[config.mk]
export PLATFORM = sky130hd
export DESIGN_NAME = press_classify
export DESIGN_NICKNAME = d
export VERILOG_FILES = /design/src/rtl/press_classify.sv
export SDC_FILE = /design/constraint.sdc
export NUM_CORES = 1
export LEC_CHECK = 0
export ABC_AREA = 1
export CAP_MARGIN = 20
export CORE_ASPECT_RATIO = 0.7
export CORE_MARGIN = 4
export CORE_UTILIZATION = 48
export CTS_CLUSTER_SIZE = 14
export DETAILED_ROUTE_END_ITERATION = 10
export MAX_ROUTING_LAYER = met4
export PLACE_DENSITY = 0.71
export RECOVER_POWER = 50
export SLEW_MARGIN = 20
export SYNTH_ARGS = -nofsm -noshare
export SYNTH_HDL_FRONTEND = slang
export SYNTH_SLANG_ARGS = --single-unit
[constraint.sdc]
create_clock -name clk -period 1.7 [get_ports clk]
set_clock_uncertainty 0.1 [all_clocks]
set_input_delay 0.34 -clock clk [delete_from_list [all_inputs] [get_ports clk]]
set_output_delay 0.34 -clock clk [all_outputs]
set_load 0.01 [all_outputs]
[src/rtl/press_classify.sv]
// Key-press classifier: turns the debounced key level into short / long / double
// press pulses. Define PRESS_CLASSIFY_REPEAT_EN to add auto-repeat pulses while long-held.
module press_classify #(
  parameter int CW         = 8,
  parameter int LONG_TICKS = 50,
  parameter int DBL_TICKS  = 20,
  parameter int REP_TICKS  = 10
) (
  input  logic clk,
  input  logic rst,
  input  logic en,
  input  logic i,
  output logic short_p,
  output logic long_p,
  output logic dbl_p,
  output logic rep_p,
  output logic held,
  output logic busy
);

  // Handshake-free block: i is a level, sampled on en ticks; every output is a
  // registered level or a one-clk pulse following the deciding en tick.

  typedef enum logic [2:0] {
    IDLE   = 3'd0,
    PRESS1 = 3'd1,
    WAIT2  = 3'd2,
    PRESS2 = 3'd3,
    LONG   = 3'd4
  } state_t;

  localparam logic [CW-1:0] LONG_LAST = CW'(LONG_TICKS - 1);
  localparam logic [CW-1:0] DBL_LAST  = CW'(DBL_TICKS - 1);
  localparam logic [CW-1:0] REP_LAST  = CW'(REP_TICKS - 1);
  localparam logic [CW-1:0] CNT_MAX   = '1;

  state_t        state, state_n;
  logic [CW-1:0] cnt, cnt_n, cnt_inc;
  logic          short_n, long_n, dbl_n, rep_n;

  assign cnt_inc = (cnt == CNT_MAX) ? cnt : cnt + CW'(1);

  always_comb begin
    state_n = state;
    cnt_n   = cnt;
    short_n = 1'b0;
    long_n  = 1'b0;
    dbl_n   = 1'b0;
    rep_n   = 1'b0;
    case (state)
      IDLE: begin
        if (en && i) state_n = PRESS1;
      end
      PRESS1: begin
        if (en) begin
          if (!i) begin
            state_n = WAIT2;
          end else if (cnt == LONG_LAST) begin
            state_n = LONG;
            long_n  = 1'b1;
          end else begin
            cnt_n = cnt_inc;
          end
        end
      end
      WAIT2: begin
        if (en) begin
          if (i) begin
            state_n = PRESS2;
          end else if (cnt == DBL_LAST) begin
            state_n = IDLE;
            short_n = 1'b1;
          end else begin
            cnt_n = cnt_inc;
          end
        end
      end
      PRESS2: begin
        // A second press that goes long still reports the first press as short.
        if (en) begin
          if (!i) begin
            state_n = IDLE;
            dbl_n   = 1'b1;
          end else if (cnt == LONG_LAST) begin
            state_n = LONG;
            short_n = 1'b1;
            long_n  = 1'b1;
          end else begin
            cnt_n = cnt_inc;
          end
        end
      end
      LONG: begin
        if (en) begin
          if (!i) begin
            state_n = IDLE;
          end
`ifdef PRESS_CLASSIFY_REPEAT_EN
          else if (cnt == REP_LAST) begin
            rep_n = 1'b1;
            cnt_n = '0;
          end else begin
            cnt_n = cnt_inc;
          end
`endif
        end
      end
      default: state_n = IDLE;
    endcase
    if (state_n != state) cnt_n = '0;
  end

  always_ff @(posedge clk) begin
    if (rst) begin
      state   <= IDLE;
      cnt     <= '0;
      short_p <= 1'b0;
      long_p  <= 1'b0;
      dbl_p   <= 1'b0;
      held    <= 1'b0;
      busy    <= 1'b0;
    end else begin
      state   <= state_n;
      cnt     <= cnt_n;
      short_p <= short_n;
      long_p  <= long_n;
      dbl_p   <= dbl_n;
      held    <= (state_n == LONG);
      busy    <= (state_n != IDLE);
    end
  end

`ifdef PRESS_CLASSIFY_REPEAT_EN
  always_ff @(posedge clk) begin
    if (rst) rep_p <= 1'b0;
    else     rep_p <= rep_n;
  end
`else
  // Without auto-repeat the repeat period has no consumer.
  logic unused_rep;
  assign unused_rep = ^{REP_LAST, rep_n};
  assign rep_p      = 1'b0;
`endif

endmodule

==> results.md <==
- Status: finished clean
- Gpl congestion: 0.9421
- Die ar.: 2977 um^2
- Synth async-reset ratio: 0%
- Yosys Warn Count: 0
- Initial antenna violation count: 0
- I/O Pins: 10
- Vias in the first global route: 848
- Top-area cell type share of the netlist area: 30.92%
- Synth Register Bits: 16
- Crit path kind: flip-flop to flip-flop
- # DRC: 0
- HPWL Detailed: 1.876 mm
- Clk buf depth: 2
- Final Cycle Share: 95.15%
- Port Buffers: 8
- Starting Density: 53.08%
- Pre-antenna DRT Iters: 4
- Avg WL per Cell: 13.03 um
- Power share of the sequential group: 51.7%
- Worst IR Drop VDD: 0.4415 mV
- Fin crit period: 1618 ps
- GRT overflow: 0
- Crit path required time: 1780 ps
- CTS tree: yes
- Count of final setup violators: 0
- Clock-pin slew on the worst setup and hold paths: 80 ps
- Placed cells: 191
- Data arrival time of the worst path: 1700 ps
- Final Hold Fails: 0
- Vias per cell: 5.315
- Layout cells sized above 1: 37.14%
- Count leader, synth: nand2_1
- # fillers: 164
- Cell Pwr Density: 566.2 nW/um^2
- Pin count of the biggest net entering global routing: 10
- Register-to-Register Path Depth: 10
- Fin Setup TNS: 0 ps
- Synthesized netlist cell count: 146
- Top post-synthesis cells by area: dfxtp_1 31%, nand2_1 13%, inv_1 7.2%
- Dominant synthesized flop cell: dfxtp_1
- Worst skew pair latency: 290 ps
- Finished Layout Cells: 197
- CTS Buf Count: 3
- Synthesized Nets: 152
- Crit Reg-Reg Startpoint: cnt[0]
- First-pass GRT wire length: 3.877 mm
- NumNets Final: 183
- Crit path from: cnt[0]
- Final Max Tran Viols: 0
- Switching fraction of total power: 30.34%
- Detailed-route wire length: 2.567 mm
- Post-route cell area: 1355 um^2
- Standard-cell rows: 13
- Core Footprint: 1952 um^2
- Tot GR Track Use: 18.06%
- CP Max Fanout: 8
- Synth Cell Area: 1036 um^2
- Die Y: 46.87 um
- Root Buffer Master: clkbuf_4
- Max Cap Viol: 0
- Area Overhead vs Synth: 30.80%
- DP Worst Slack: -277.4 ps
- EDFF count, synth: 0
- Synth cell count leaders: 36 x nand2_1, 20 x inv_1, 16 x dfxtp_1
- Setup crit end: cnt[0]
- Switching power: 232.8 uW
- Crit start category: flip-flop
- R2R Path End: cnt[0]
- CTS H-Tree Depth: 1
- PnR worst setup slack: 82.47 ps
- Via count: 1,047
- Synth unique cells: 26
- Clock Power Share: 25.7%
- Diodes inserted: 0
- Internal power: 534.5 uW
- Nature of the critical path endpoint: flip-flop
- Die W: 63.53 um
- Cell taking the most area after synthesis: dfxtp_1
- Hold/Removal Path Class: input pin to flip-flop
- FMAX: 618.2 MHz
- Antenna Nets Post-Route: 0
- Placed cell areas: 1256 um^2
- Worst R2R Setup Slack: 80 ps
- Gate power share: 22.6%
- Mean post-synth cell area: 7.096 um^2
- CTS Sinks: 16
- Drt first-iter violations: 70
- Leak: 0.5839 nW
- Post-synthesis sequential area ratio: 30.92%
metrics by stage:
stage,hold WS (ps),power [mW],utilization (%)
6_report,425.5,0.7673,69.42
5_1_grt,436.4,0.8131,69.42
4_1_cts,452.5,0.7617,65.58
3_5_place_dp,434.7,0.5622,64.36
3_3_place_gp,434.3,0.5567,64.36
2_1_floorplan,317.5,0.5047,-
power groups by stage:
stage / Combinational, mW / Clock, mW / Sequential (mW)
2_1_floorplan: 0.101 / 0 / 0.404
3_3_place_gp: 0.154 / 0 / 0.403
3_5_place_dp: 0.159 / 0 / 0.404
4_1_cts: 0.159 / 0.208 / 0.395
5_1_grt: 0.186 / 0.229 / 0.398
6_report: 0.173 / 0.198 / 0.396
metal layers:
layer	vias up	part of all wire [%]	track usage [%]
met2	50	44	24.69
met3	7	8.7	5.742
met1	466	45	24.29
met5	-	0	-
li1	524	-	-
met4	0	1.9	7.725
worst min path at each step:
stage | from | endpoint | slack (ps) | cells past startpoint
after floorplan | rst | dbl_p | 320 | 1
after detailed placement | state[1] | dbl_p | 430 | 2
after global placement | state[1] | dbl_p | 430 | 2
after CTS | state[1] | dbl_p | 450 | 2
final | i | dbl_p | 430 | 5
after global routing | i | dbl_p | 440 | 5
area by class of cell:
class / instances / area, um^2 / area share (%)
clock buffer: 3 / 22.52 / 1.662
sequential: 16 / 329.1 / 24.28
multi-input combinational: 107 / 676.9 / 49.95
timing repair buffer: 25 / 209.0 / 15.42
tap: 22 / 27.53 / 2.031
inverter: 24 / 90.09 / 6.648
worst max-delay path, stage by stage (launching register included):
cell and delay [ps]:
dfxtp_4 380, ha_4 140, nand3_2 90, nor2_4 130, nand2_2 60, nand2_2 90, nand2_2 80, nand2_1 100
nand3_2 100, nand3_4 180, nor2_2 60
sequential cells by signal, summed over array words and instances (netlist names):
signal	flops
busy	1
long_p	1
short_p	1
cnt	8
dbl_p	1
held	1
state	3
placed cells by master, fill, tap and decap left out, drive strengths merged:
| cell type | netlist | routed |
|---|---|---|
| a21oi | 2 | 2 |
| buf | 1 | 15 |
| clkbuf | 0 | 5 |
| clkdlybuf4s50 | 0 | 6 |
| conb | 1 | 1 |
| dfxtp | 16 | 16 |
| dlymetal6s2s | 0 | 2 |
| ha | 2 | 2 |
| inv | 24 | 24 |
| nand2 | 41 | 41 |
| nand3 | 17 | 17 |
| nand3b | 1 | 1 |
| nand4 | 6 | 6 |
| nor2 | 22 | 23 |
| nor3 | 3 | 3 |
| o21ai | 3 | 3 |
| o22ai | 2 | 3 |
| xnor2 | 1 | 1 |
| xor2 | 4 | 4 |
cells by family after synthesis:
group | synth area share, %
adders and majority gates | 2.415
xor gates and xnor gates | 4.227
other | 0.3620
and+or+nand+nor | 46.62
buffers and inverters | 9.420
DFF | 30.92
AOI/OAI and AO/OA | 6.039
timing repair:
item | 4_1_cts | 5_1_grt
setup endpoints to repair | 8 | 9
setup buffers | 0 | 1
gates resized for setup | 1 | 20
hold buffers | 0 | 0
pin swaps | 0 | 6
gates cloned | 0 | 2
(Power assumes the default switching activity.)
